<file path="src/rtl/rs_pkg.sv">
// Shared RS(31,k) decoder definitions: symbol geometry, symbol type and the
// control-state encoding used by the FIFO, syndrome, CSEE and corrector stages.
package rs_pkg;

  localparam int unsigned SYM_W = 5;   // GF(2^5) symbol width
  localparam int unsigned N_SYM = 31;  // symbols per codeword
  localparam int unsigned CNT_W = 5;   // position counter width (0..N_SYM-1)

  typedef logic [SYM_W-1:0] sym_t;

  typedef enum logic [1:0] {
    IDLE = 2'd0,
    RUN  = 2'd1,
    DONE = 2'd2
  } state_e;

endpackage

</file>
<file path="src/rtl/rs_sym_counter.sv">
// Symbol position counter 0..N_SYM-1 with clear, enable and terminal-count flag.
// Holds at N_SYM-1 (no wrap) until cleared.
// Ports:
//   clk_i    rising-edge clock
//   rst_n_i  synchronous active-low reset
//   clr_i    force count to 0 (priority over enable)
//   en_i     advance by one position
//   cnt_o    current position
//   tc_o     high while cnt_o == N_SYM-1
module rs_sym_counter
  import rs_pkg::*;
(
  input  logic             clk_i,
  input  logic             rst_n_i,
  input  logic             clr_i,
  input  logic             en_i,
  output logic [CNT_W-1:0] cnt_o,
  output logic             tc_o
);

  localparam logic [CNT_W-1:0] LastPos = CNT_W'(N_SYM - 1);

  logic [CNT_W-1:0] cnt_q, cnt_d;
  logic             tc_q, tc_d;

  // Next position; the flag is computed from the next value so it stays registered.
  always_comb begin
    cnt_d = cnt_q;
    if (clr_i) begin
      cnt_d = '0;
    end else if (en_i && !tc_q) begin
      cnt_d = CNT_W'(cnt_q + 1'b1);
    end
    tc_d = (cnt_d == LastPos);
  end

  always_ff @(posedge clk_i) begin
    if (!rst_n_i) begin
      cnt_q <= '0;
      tc_q  <= 1'b0;
    end else begin
      cnt_q <= cnt_d;
      tc_q  <= tc_d;
    end
  end

  assign cnt_o = cnt_q;
  assign tc_o  = tc_q;

endmodule

</file>
<file path="src/rtl/rs_error_corrector.sv">
// RS(31,k) final stage: reads the stored received word one symbol per cycle,
// XORs in the CSEE error magnitude and emits the corrected codeword with
// framing, a per-codeword correction count and fail status.
// Optional statistics counters are built when RS_CORR_STATS_EN is defined.
// Ports:
//   clock, reset      clock and synchronous active-low reset
//   start             new codeword ready (pulse); decode_fail sampled with it
//   sym_in            received symbol from the FIFO output register
//   err_loc, err_val  CSEE error flag / magnitude for the current position
//   fifo_rd           FIFO output-enable strobe (combinational)
//   dataout, dout_valid, dout_first, dout_last   corrected symbol stream
//   num_corr, corr_fail, corr_done               per-codeword status
//   cw_count, fail_count                         (RS_CORR_STATS_EN only)
module rs_error_corrector
  import rs_pkg::*;
(
  input  logic             clock,
  input  logic             reset,
  input  logic             start,
  input  logic             decode_fail,
  input  logic [SYM_W-1:0] sym_in,
  input  logic             err_loc,
  input  logic [SYM_W-1:0] err_val,
  output logic             fifo_rd,
  output logic [SYM_W-1:0] dataout,
  output logic             dout_valid,
  output logic             dout_first,
  output logic             dout_last,
  output logic [SYM_W-1:0] num_corr,
  output logic             corr_done,
`ifdef RS_CORR_STATS_EN
  output logic [15:0]      cw_count,
  output logic [15:0]      fail_count,
`endif
  output logic             corr_fail
);

  state_e           state_q, state_d;
  logic             fail_q, fail_d;
  sym_t             run_cnt_q, run_cnt_d;
  sym_t             dataout_q, dataout_d;
  logic             valid_q, valid_d;
  logic             first_q, first_d;
  logic             last_q, last_d;
  sym_t             num_corr_q, num_corr_d;
  logic             done_q, done_d;
  logic             corr_fail_q, corr_fail_d;
`ifdef RS_CORR_STATS_EN
  logic [15:0]      cw_q, cw_d;
  logic [15:0]      fc_q, fc_d;
`endif

  logic             rd_c;
  logic             cnt_clr, cnt_en;
  logic [CNT_W-1:0] pos;
  logic             pos_last;
  sym_t             fix;

  rs_sym_counter u_pos (
    .clk_i   (clock),
    .rst_n_i (reset),
    .clr_i   (cnt_clr),
    .en_i    (cnt_en),
    .cnt_o   (pos),
    .tc_o    (pos_last)
  );

  // A failed decode must pass the received word through untouched.
  assign fix = (err_loc && !fail_q) ? err_val : '0;

  // Next-state and next-output logic.
  always_comb begin
    state_d     = state_q;
    fail_d      = fail_q;
    run_cnt_d   = run_cnt_q;
    dataout_d   = dataout_q;
    valid_d     = 1'b0;
    first_d     = 1'b0;
    last_d      = 1'b0;
    num_corr_d  = num_corr_q;
    done_d      = 1'b0;
    corr_fail_d = corr_fail_q;
    rd_c        = 1'b0;
    cnt_clr     = 1'b0;
    cnt_en      = 1'b0;
`ifdef RS_CORR_STATS_EN
    cw_d        = cw_q;
    fc_d        = fc_q;
`endif

    unique case (state_q)
      IDLE: begin
        if (start) begin
          fail_d    = decode_fail;
          run_cnt_d = '0;
          cnt_clr   = 1'b1;
          rd_c      = 1'b1;
          state_d   = RUN;
        end
      end
      RUN: begin
        // The symbol at pos is already on sym_in; no read needed after the last one.
        rd_c      = !pos_last;
        cnt_en    = 1'b1;
        dataout_d = sym_in ^ fix;
        valid_d   = 1'b1;
        first_d   = (pos == '0);
        last_d    = pos_last;
        if (fix != '0) begin
          run_cnt_d = SYM_W'(run_cnt_q + 1'b1);
        end
        if (pos_last) begin
          state_d = DONE;
        end
      end
      DONE: begin
        done_d      = 1'b1;
        num_corr_d  = run_cnt_q;
        corr_fail_d = fail_q;
`ifdef RS_CORR_STATS_EN
        if (cw_q != 16'hFFFF) cw_d = cw_q + 16'd1;
        if (fail_q && (fc_q != 16'hFFFF)) fc_d = fc_q + 16'd1;
`endif
        state_d = IDLE;
        // Back-to-back codeword: accept start here for a one-cycle gap.
        if (start) begin
          fail_d    = decode_fail;
          run_cnt_d = '0;
          cnt_clr   = 1'b1;
          rd_c      = 1'b1;
          state_d   = RUN;
        end
      end
      default: state_d = IDLE;
    endcase
  end

  // State and output registers.
  always_ff @(posedge clock) begin
    if (!reset) begin
      state_q     <= IDLE;
      fail_q      <= 1'b0;
      run_cnt_q   <= '0;
      dataout_q   <= '0;
      valid_q     <= 1'b0;
      first_q     <= 1'b0;
      last_q      <= 1'b0;
      num_corr_q  <= '0;
      done_q      <= 1'b0;
      corr_fail_q <= 1'b0;
`ifdef RS_CORR_STATS_EN
      cw_q        <= '0;
      fc_q        <= '0;
`endif
    end else begin
      state_q     <= state_d;
      fail_q      <= fail_d;
      run_cnt_q   <= run_cnt_d;
      dataout_q   <= dataout_d;
      valid_q     <= valid_d;
      first_q     <= first_d;
      last_q      <= last_d;
      num_corr_q  <= num_corr_d;
      done_q      <= done_d;
      corr_fail_q <= corr_fail_d;
`ifdef RS_CORR_STATS_EN
      cw_q        <= cw_d;
      fc_q        <= fc_d;
`endif
    end
  end

  // Read strobe is combinational; gating with reset keeps it low while reset is held.
  assign fifo_rd    = rd_c & reset;
  assign dataout    = dataout_q;
  assign dout_valid = valid_q;
  assign dout_first = first_q;
  assign dout_last  = last_q;
  assign num_corr   = num_corr_q;
  assign corr_done  = done_q;
  assign corr_fail  = corr_fail_q;
`ifdef RS_CORR_STATS_EN
  assign cw_count   = cw_q;
  assign fail_count = fc_q;
`endif

endmodule
</file>
<file path="config.mk">
export PLATFORM = sky130hd
export DESIGN_NAME = rs_error_corrector
export DESIGN_NICKNAME = d
export VERILOG_FILES = /design/src/rtl/rs_pkg.sv /design/src/rtl/rs_sym_counter.sv /design/src/rtl/rs_error_corrector.sv
export SDC_FILE = /design/constraint.sdc
export NUM_CORES = 1
export LEC_CHECK = 0
export BUFFER_PORTS_ARGS = -buffer_cell sky130_fd_sc_hd__buf_2
export CORE_MARGIN = 5
export CORE_UTILIZATION = 49
export CTS_BUF_LIST = sky130_fd_sc_hd__clkbuf_4
export DETAILED_ROUTE_END_ITERATION = 6
export GPL_TIMING_DRIVEN = 0
export HOLD_SLACK_MARGIN = 0.03
export PLACE_DENSITY_LB_ADDON = 0.05
export REMOVE_ABC_BUFFERS = 1
export SETUP_SLACK_MARGIN = 0.02
export SLEW_MARGIN = 20
export SYNTH_ARGS = -nofsm -noshare
export SYNTH_HDL_FRONTEND = slang
export SYNTH_SLANG_ARGS = --single-unit
</file>
<file path="constraint.sdc">
create_clock -name clock -period 1.3 [get_ports clock]
set_input_delay 0.065 -clock clock [delete_from_list [all_inputs] [get_ports clock]]
set_output_delay 0.065 -clock clock [all_outputs]
set_load 0.02 [all_outputs]
</file>
# [Word level (Yosys, flattened, before mapping)]
# Cells that the tools add are included.
[op_classes] addsub=2 n_eq_ne=7 n_mux=15 bitwise=2 reduce_logical=13
[ops] op="two-way mux 5 bit" count=5
[ops] op="adder 5 x 1 -> 5 bit, second input constant" count=2
[ops] op="one-hot mux 5 bit (2 select lines)" count=1
[ops] op="one-hot mux 2 bit (3 select lines)" count=1
[ops] op="AND reduction 2 bit" count=3
[ops] op="equality test 5 bit, second input constant" count=1
[ops] op="zero test 5 bit" count=1
[ops] op="two-way mux 1 bit" count=5
[ops] op="nonzero test 5 bit" count=1
[ops] op="bitwise XOR 5 bit" count=1
[ops] op="two-way mux 2 bit" count=2
[ops] op="inequality test 2 x 1 -> 1 bit, second input constant" count=2
[ops] op="inequality test 2 bit, second input constant" count=2
[ops] op="AND reduction 3 bit" count=1
[ops] op="equality test 2 x 1 -> 1 bit, second input constant" count=1
[ops] op="equality test 2 bit, second input constant" count=1
[ops] op="logical AND 1 bit" count=2
[ops] op="zero test 1 bit" count=2
[ops] op="zero test 2 bit" count=1
[ops] op="one-hot mux 1 bit (2 select lines)" count=1
[ops] op="nonzero test 2 bit" count=1
[ops] op="OR reduction 2 bit" count=1
[ops] op="bitwise AND 1 bit" count=1
[totals] ff_bits=29 input_bits=15 out_inout_bits=16 wordCells=51

# [Depth between registers and ports, before layout]
# Gate-level depths: netlist (run 1).
[logic_depth] depth_word=6 ltp_mapped=5 depth_no_buf=5

# [Modules after synthesis]
# Synthesis (run 1) repeated with hierarchy kept, for this count alone.
[hier_totals] cells_unflattened=136 hier_area_um2=1271.2
[by_module_without_submodules] mod="rs_error_corrector" n_inst=1 cells_per_inst=108 area_each_um2=999.7 seq_area_each_um2=460.4
[by_module_without_submodules] mod="rs_sym_counter" n_inst=1 cells_per_inst=28 area_each_um2=271.5 seq_area_each_um2=120.1

# [Worst setup path before layout (run 1)]
# No wires, ideal clock.
[synth_timing] kind="register to register" start="register state_q[1]" end="register run_cnt_q[3]" setup_time_ns=0.074 t_arrival_ns=1.308 required_ns=1.226 slack_ns=-0.083 stages_incl_launch_ff=6 n_path_buf=1 period_less_slack_ns=1.383 path_cell_list="dfxtp_1 buf_6 and4bb_2 o21ai_2 or4_1 a31oi_1"
[synth_between] elab_chain_cells=4 word_cells_on_any_way=9 classes_between="eq/ne (4); mux (1); reduce/logical (4)"
[synth_lines] item="start: declaration" line_no="rs_error_corrector.sv:38" rtl="state_e state_q, state_d;"
[synth_lines] item="start signal: assignment" line_no="rs_error_corrector.sv:156" rtl="state_q <= state_d;"
[synth_lines] item="equality test 2 bit / zero test 2 bit (equally long branches)" line_no="rs_error_corrector.sv:91" rtl="unique case (state_q)"
[synth_lines] item="OR reduction 2 bit (no source line)"
[synth_lines] item="inequality test 2 x 1 -> 1 bit (no source line) / nonzero test 2 bit (equally long branches)"
[synth_lines] item="AND reduction 3 bit (no source line)"
[synth_lines] item="end signal: assignment" line_no="rs_error_corrector.sv:158" rtl="run_cnt_q <= run_cnt_d;"
[synth_lines] item="end: declaration" line_no="rs_error_corrector.sv:40" rtl="sym_t run_cnt_q, run_cnt_d;"
# Parallel ways exist; a longest one is shown, timed or not.
# A chain may end at the register's enable or synchronous reset.

# [Worst setup path after layout (run 1)]
[layout_timing] start="register state_q[0]" end="output fifo_rd"
[layout_between] elab_chain_cells=4 word_cells_on_any_way=6 classes_between="eq/ne (2); mux (1); bitwise (1); reduce/logical (2)"
[layout_lines] item="equality test 2 bit / zero test 2 bit (equally long branches)" line_no="rs_error_corrector.sv:91"
[layout_lines] item="OR reduction 2 bit (no source line)"
[layout_lines] item="one-hot mux 1 bit (2 select lines) (*)" line_no="rs_error_corrector.sv:91"
[layout_lines] item="bitwise AND 1 bit (*)" line_no="rs_error_corrector.sv:174" rtl="assign fifo_rd = rd_c & reset;"
[layout_lines] item="end: declaration" line_no="rs_error_corrector.sv:24" rtl="output logic fifo_rd,"
# Every way passes the cells marked *; elsewhere a longest branch is shown, timed or not.

==> flow_metrics.tcl, run 1 <==
set metrics [dict create \
    violations "setup timing" \
    min_path_cells 2 \
    die_area_um2 3680 \
    vias 1067 \
    wl_met1_um 1210 \
    fillers 207 \
    slowest_delay_ps 410 \
    antenna_cells 0 \
    ys_seq_area_share_pct 46.2 \
    ios 31 \
    viasPerCell 5.23 \
    wl_per_cell_um 13.2 \
    cp_data_arrival_time_ps 1410 \
    synth_top_area_share_pct 46.2 \
    start_kind "flip-flop" \
    wirelength_um 2700 \
    finalCritPeriodShare_pct 113 \
    multi_input_area_um2 706 \
    finalClockSkew_ps 5.92 \
    timing.rr.end "u_pos.tc_o" \
    hpwl_um 1840 \
    grt_max_degree 21 \
    worstMarginPinSlew_ps 623 \
    endpoint "fifo_rd" \
    antenna_found_initial 0 \
    drtIter0Drc 26 \
    drive_above_1_share_pct 39.7 \
    cts.sinks 29 \
    rr_worst_depth 4 \
    syn_inst 131 \
    cts_htree_levels 2 \
    drc 0 \
    synth_warnings 0 \
    final_cell_mix "buf_2, dfxtp_1, nor2_1" \
    crit_type "flip-flop to primary output" \
    core_um2 2450 \
    hold_path.class "input port to flip-flop" \
    synth-async-reset-ratio_pct 0 \
    r2r_slack_ps -110 \
    fmax_mhz 679 \
    clockBufferDepth 2 \
    synthTopCellsByArea "dfxtp_1, mux2i_1, nor2_1" \
    grt_first_pass_wirelength_um 4570 \
    status "finished, violations left" \
    layout_commonest_cell "buf_2" \
    nets 191 \
    ys_types 35 \
    powerDensity_nw_per_um2 1040 \
    rsz0062_at_grt "yes" \
    rr_startpoint "state_q[1]" \
    drv_slew 0 \
    maxCapViolCount 0 \
    ys_seq_elements 29 \
    place_congestion 0.799 \
    met2_length_um 1290 \
    syn2layout_area_growth_pct 31.1 \
    yosys.area.top_type "dfxtp_1" \
    grt_use_total_pct 17.1 \
    fin_crit_ps 1470 \
    initial_core_util_pct 51.2 \
    grt_pass1_vias 1037 \
    slew_headroom_pct 58.4 \
    wl_met3_um 144 \
    synth_edf_count 0 \
    power.total_uw 1710 \
    crit_start "state_q[0]" \
    syn-cell-area_um2 1260 \
    drtPass1Iterations 4 \
    layout_setup_ws_ps -173 \
    antenna_left 0 \
    die-height_um 60.6 \
    finalHoldViolations 0 \
    highest_layer "met4" \
    fin_tns_setup_ps -445 \
    io_buffers 30 \
    avgSynthCellArea_um2 9.59 \
    holdCritStartpoint "reset" \
    required_ps 1240 \
    clkLatencyLatePin_ps 330 \
    finalHoldWorstSlack_ps 52.2 \
    pre_cts_slack_ps -190 \
    cts_tree "yes" \
    cts_buffers 5 \
    critical_path.cell_chain "or3b_4, a21oi_2, buf_4" \
    end_kind "primary output" \
    setup_viol 5 \
    synthFlopType "dfxtp_1" \
    regArea_um2 593 \
    ir_worst_vdd_mv 0.698 \
    row_count 18 \
    cp_max_fo 7 \
    die_w_um 60.6 \
    path_clk_slew_ps 90 \
    clockRootBuffer "clkbuf_4" \
    leakage_uw 0.000732 \
    overflow 0 \
    crit_slowest_cell "or3b_4" \
]
==> sequential cells by signal, summed over array words and instances, names as in the netlist <==
signal and cells:
corr_done 1, corr_fail 1, dataout 5, dout_first 1, dout_last 1, dout_valid 1
fail_q 1, num_corr 5, run_cnt_q 5, state_q 2, u_pos.cnt_o 5, u_pos.tc_o 1
==> worst min-delay path by stage <==
stage,end,slack [ps]
after floorplan,run_cnt_q[0],180
after global placement,fail_q,300
after detailed placement,fail_q,310
final,u_pos.cnt_o[0],50
after global routing,u_pos.cnt_o[0],60
after CTS,u_pos.cnt_o[0],40
==> cells in the mapped netlist (2+ instances only) <==
library cell   n
nand2_1        4
clkbuf_1       3
and4bb_2       2
a21oi_1        5
mux2i_1        8
inv_1          5
nand3b_1       6
or3_1          2
dfxtp_1       29
a211oi_1       5
nand3_1        7
nor2_1        19
xor2_1         7
and2_1         3
o211ai_1       3
ha_1           3
nand4_1        2
==> worst max-delay path, delay by kind of cell, from the launching register on <==
family / cells / cell delay, ps
AND/OR/NAND/NOR: 1 / 410
flip-flops: 1 / 380
buffers and inverters: 1 / 160
AO/OA/AOI/OAI: 1 / 130
==> per-stage QoR <==
step / utilization (%) / instance area, µm² / cells
3_3_place_gp: 57.7 / 1420 / 186
2_1_floorplan: - / 1230 / 126
4_1_cts: 65.0 / 1600 / 204
6_report: 67.1 / 1650 / 204
5_1_grt: 67.1 / 1650 / 204
3_5_place_dp: 57.7 / 1420 / 186
==> kinds of logic (layout without fill, tap and decap cells) <==
family	count (synthesis)	count (layout)	share of synthesized area, %
DFF	29	29	46.2
AOI/OAI and AO/OA	18	18	9.66
and+or+nand+nor	55	55	25.5
muxes	8	8	6.37
buffers and inverters	10	53	3.68
xor gates and xnor gates	8	8	5.58
adders and majority gates	3	3	2.99
==> routing by layer <==
metal / up-vias / track usage (%)
met1: 487 / 20.5
met5: - / 0
li1: 551 / -
met3: 5 / 7.02
met4: 0 / 7.43
met2: 24 / 27.0
==> power by group <==
group          total (µW)  internal (µW)  switching, µW
Sequential            933            915           18.6
Clock                 538            226            311
Combinational         243            108            136
Total                1710           1250            466
==> cell type report <==
class                   instances  area share, %
multi-input cells              92           42.9
flip-flops and latches         29           36.0
repair buffers                 40           14.4
clock buffers                   6           2.74
well taps                      30           2.28
inverters                       5           1.14
clock inverters                 2          0.608
==> repair_timing <==
action | in CTS | in global routing
resized for setup | 17 | 10
setup endpoints to repair | 17 | 17
setup buffers | 8 | 0
hold buffers | 2 | 0
endpoints found under the hold margin | 2 | 0
pin swaps | 4 | 0
Power figures use the tool's default switching activity.
==> inputs of run 2 (changes only) <==
--- a/config.mk
+++ b/config.mk
@@ -7,7 +7,7 @@
 export LEC_CHECK = 0
 export BUFFER_PORTS_ARGS = -buffer_cell sky130_fd_sc_hd__buf_2
 export CORE_MARGIN = 5
-export CORE_UTILIZATION = 49
+export CORE_UTILIZATION = 58
 export CTS_BUF_LIST = sky130_fd_sc_hd__clkbuf_4
 export DETAILED_ROUTE_END_ITERATION = 6
 export GPL_TIMING_DRIVEN = 0
==> constraint.sdc (replaced) <==
create_clock -name clock -period 1.85 [get_ports clock]
set_input_delay 0.0925 -clock clock [delete_from_list [all_inputs] [get_ports clock]]
set_output_delay 0.0925 -clock clock [all_outputs]
set_load 0.02 [all_outputs]
==> run 2 against run 1 <==
The flow now finishes without violations. Final cell count shrank 5.9%. Register-to-register slack gained 470 ps. Sequential power shrank 29%. Sequential share of layout area grew 2.6 points. Via count shrank 0.75%. Global-route usage grew 0.64 points. Design area shrank 8.8%. Clock power shrank 6.5%. Critical path type unchanged. Largest cell class unchanged.
==> flow_metrics.tcl, run 2 (synthesis results as in run 1) <==
set metrics [dict create \
    status "finished, final reports clean" \
    layout_commonest_cell "buf_2" \
    finalCritPeriodShare_pct 89.9 \
    grt_max_degree 21 \
    overflow 0 \
    cts_hold_buf 1 \
    drive_above_1_share_pct 25.5 \
    end_kind "primary output" \
    placedInstanceArea_um2 1410 \
    grt_pass1_vias 978 \
    maxCapViolCount 0 \
    die_w_um 56.5 \
    crit_type "flip-flop to primary output" \
    powerDensity_nw_per_um2 865 \
    required_ps 1760 \
    crit_slowest_cell "dfxtp_1" \
    antenna_cells 0 \
    rsz0062_at_grt "no" \
    cp_max_fo 8 \
    worstMarginPinSlew_ps 633 \
    crit_start "state_q[0]" \
    finalHoldWorstSlack_ps 67.0 \
    slowest_delay_ps 460 \
    syn2layout_area_growth_pct 19.5 \
    cts_htree_levels 2 \
    nets 182 \
    r2r_slack_ps 360 \
    clockRootBuffer "clkbuf_4" \
    slew_headroom_pct 57.7 \
    rr_worst_depth 4 \
    wl_per_cell_um 13.4 \
    fin_crit_ps 1660 \
    cp_data_arrival_time_ps 1570 \
    hold_path.class "input port to flip-flop" \
    grt_use_total_pct 17.8 \
    finalClockSkew_ps 12.7 \
    setup_viol 0 \
    place_congestion 0.795 \
    drtIter0Drc 28 \
    row_count 16 \
    final_cell_mix "buf_2, dfxtp_1, nor2_1" \
    ios 31 \
    cts_buffers 5 \
    critical_path.cell_chain "or3b_1, a21oi_1, buf_2" \
    die_area_um2 3200 \
    fmax_mhz 602 \
    timing.rr.end "u_pos.tc_o" \
    core_um2 2020 \
    die-height_um 56.5 \
    vias 1059 \
    clockBufferDepth 2 \
    cts.sinks 29 \
    drtPass1Iterations 4 \
    viasPerCell 5.52 \
    min_to "run_cnt_q[3]" \
    antenna_left 0 \
    grt_first_pass_wirelength_um 4370 \
    design_area_um2 1500 \
    postCtsSetupBuffers 0 \
    finalHoldViolations 0 \
    ir_worst_vdd_mv 0.967 \
    initial_core_util_pct 62.1 \
    cts_resized 0 \
    antenna_found_initial 0 \
    clkLatencyLatePin_ps 330 \
    min_path_cells 3 \
    path_clk_slew_ps 100 \
    fin_tns_setup_ps 0 \
    drc 0 \
    holdCritStartpoint "start" \
    start_kind "flip-flop" \
    wirelength_um 2570 \
    io_buffers 30 \
    leakage_uw 0.000682 \
    cts_tree "yes" \
    fin_util_pct 74.3 \
    rr_startpoint "state_q[0]" \
    hpwl_um 1870 \
    drv_slew 0 \
]
## run 2: worst max-delay path: cells and delay by family, from the launching register on
kind	cells	cell delay [ps]
AOI/OAI and AO/OA	1	150
and+or+nand+nor	1	450
buffers and inverters	1	190
DFF	1	460
## run 2: worst max path at each step
stage,to,cells after the start,slack [ps]
after floorplan,run_cnt_q[3],4,520
after global placement,u_pos.tc_o,4,390
after detailed placement,u_pos.tc_o,4,380
after CTS,fifo_rd,3,170
after global routing,fifo_rd,3,80
final,fifo_rd,3,190
## run 2: area by class of cell
cell class                      instances  area (µm²)
Fill cell                             160         520
Timing Repair Buffer                   31         160
Clock buffer                            5        37.5
Sequential cell                        29         581
Clock inverter                          3        41.3
Inverter                                5        18.8
Tap cell                               27        33.8
Multi-Input combinational cell         92         629
## run 2: per-stage QoR
step                      power [µW]  instances  setup slack (ps)
final                           1300        192               187
after global routing            1360        192              77.2
after CTS                       1310        192               173
after detailed placement         808        183               377
after global placement           804        183               391
after floorplan                  756        126               519
## run 2: where the power goes
group | total, µW | leakage, µW | switching [µW] | internal (µW)
combinational | 136 | 0.000407 | 81.2 | 55.1
sequential | 658 | 0.000236 | 14.8 | 644
clock | 503 | 0.0000389 | 224 | 280
## run 2: metal layers
metal  part of all wire, %  wire length [µm]  GRT usage, %
met5                     0                 0             0
met2                    47              1220          28.7
met3                   7.1               182          5.28
met4                   2.3                59          10.2
met1                    43              1110          20.7
==> inputs of run 3 (changes only) <==
--- a/config.mk
+++ b/config.mk
@@ -6,6 +6,8 @@
 export NUM_CORES = 1
 export LEC_CHECK = 0
 export BUFFER_PORTS_ARGS = -buffer_cell sky130_fd_sc_hd__buf_2
+export CAP_MARGIN = 10
+export CORE_ASPECT_RATIO = 0.8
 export CORE_MARGIN = 5
 export CORE_UTILIZATION = 58
 export CTS_BUF_LIST = sky130_fd_sc_hd__clkbuf_4
==> run 3 against run 2 <==
Register-to-register slack got worse by 130 ps. Global-route usage rose by 0.50 points. Largest cell class unchanged. Sequential share of layout area rose by 0.82 points.
==> flow_metrics.tcl, run 3 (synthesis results as in run 1) <==
set metrics [dict create \
    holdCritStartpoint "reset" \
    fmax_mhz 599 \
    cp_data_arrival_time_ps 1580 \
    maxCapViolCount 0 \
    place_congestion 0.858 \
    crit_type "flip-flop to primary output" \
    critical_path.cell_chain "or3b_1, a21oi_1, buf_2" \
    cts_buffers 5 \
    timing.rr.end "u_pos.tc_o" \
    die_area_um2 3200 \
    min_path_cells 2 \
    fillers 181 \
    layout_commonest_cell "buf_2" \
    hold_path.class "input port to flip-flop" \
    die_w_um 62.0 \
    fin_tns_setup_ps 0 \
    wirelength_um 2530 \
    fin_util_pct 69.9 \
    antenna_found_initial 0 \
    row_count 15 \
    antenna_left 0 \
    grt_max_degree 21 \
    final_cell_mix "buf_2, dfxtp_1, nor2_1" \
    initial_core_util_pct 59.8 \
    cp_max_fo 8 \
    cts_hold_buf 1 \
    leakage_uw 0.000673 \
    wl_per_cell_um 13.3 \
    grt_first_pass_wirelength_um 4170 \
    path_clk_slew_ps 90 \
    finalClockSkew_ps 8.28 \
    cts_tree "yes" \
    nets 182 \
    syn2layout_area_growth_pct 17.0 \
    min_to "run_cnt_q[0]" \
    rr_worst_depth 4 \
    powerDensity_nw_per_um2 777 \
    cts_resized 0 \
    ios 31 \
    cts_htree_levels 2 \
    crit_slowest_cell "dfxtp_1" \
    drc 0 \
    worstMarginPinSlew_ps 595 \
    worst_path_dominant_cell_family "flip-flops" \
    clockRootBuffer "clkbuf_4" \
    grt_use_total_pct 18.3 \
    fin_crit_ps 1670 \
    clkLatencyLatePin_ps 320 \
    required_ps 1760 \
    hpwl_um 1890 \
    end_kind "primary output" \
    drv_slew 0 \
    drtIter0Drc 40 \
    start_kind "flip-flop" \
    ir_worst_vdd_mv 0.474 \
    overflow 0 \
    cts.sinks 29 \
    drive_above_1_share_pct 24.8 \
    slew_headroom_pct 60.2 \
    vias 1060 \
    r2r_slack_ps 230 \
    rsz0062_at_grt "no" \
    status "finished, final reports clean" \
    clockBufferDepth 2 \
    die-height_um 51.6 \
    drtPass1Iterations 4 \
    slowest_delay_ps 460 \
    rr_startpoint "state_q[0]" \
    grt_pass1_vias 949 \
    finalCritPeriodShare_pct 90.3 \
    postCtsSetupBuffers 0 \
    viasPerCell 5.58 \
    core_um2 2100 \
    antenna_cells 0 \
    io_buffers 30 \
    finalHoldViolations 0 \
    critPathBufInv 1 \
    setup_viol 0 \
]
run 3: cell types whose count changed in the layout (fill, tap and decap cells not counted):
cell / previous run / this run
bufinv_16: 1 / 0
clkinv_1: 1 / 2
clkinv_2: 0 / 1
clkinvlp_4: 1 / 0
run 3: worst max-delay path by stage:
stage / cells after the start / endpoint / startpoint / slack, ps
after floorplan: 4 / run_cnt_q[3] / state_q[1] / 520
after global placement: 4 / u_pos.tc_o / state_q[0] / 390
after detailed placement: 4 / u_pos.tc_o / state_q[0] / 280
after CTS: 3 / fifo_rd / state_q[0] / 180
after global routing: 4 / u_pos.tc_o / state_q[0] / 50
final: 3 / fifo_rd / state_q[0] / 180
run 3: stage by stage:
stage	setup slack (ps)	power, µW	instance area (µm²)	hold slack, ps	std cells
CTS	182	1150	1470	74.7	190
global route	45.5	1210	1470	76.3	190
floorplan	519	756	1230	210	126
finish	180	1140	1470	80.2	190
detailed placement	277	810	1410	338	181
global placement	386	806	1410	331	181
run 3: final cells by class:
| type | count | area (µm²) | share of cell area, % |
|---|---|---|---|
| multi-input cells | 92 | 629 | 42.8 |
| flip-flops and latches | 29 | 581 | 39.5 |
| repair buffers | 31 | 160 | 10.9 |
| clock buffers | 5 | 37.5 | 2.55 |
| well taps | 25 | 31.3 | 2.13 |
| inverters | 5 | 18.8 | 1.28 |
| clock inverters | 3 | 12.5 | 0.851 |
run 3: worst register-to-register path, stage by stage, from the launching register on:
cell and delay [ps]:
dfxtp_1 460, nand2b_1 380, nand3_1 140, mux2i_1 190, nor4bb_1 350
run 3: power by group:
part / total, µW / internal, µW / switching (µW)
registers: 659 / 643 / 15.5
logic: 138 / 55.2 / 82.3
clock network: 346 / 137 / 209
run 3: routing by layer:
layer	vias up	wire length [µm]	track usage [%]
li1	527	-	-
met3	7	199	5.96
met2	43	1230	27.8
met5	-	0	0
met1	483	1040	21.9
met4	0	54	11.3
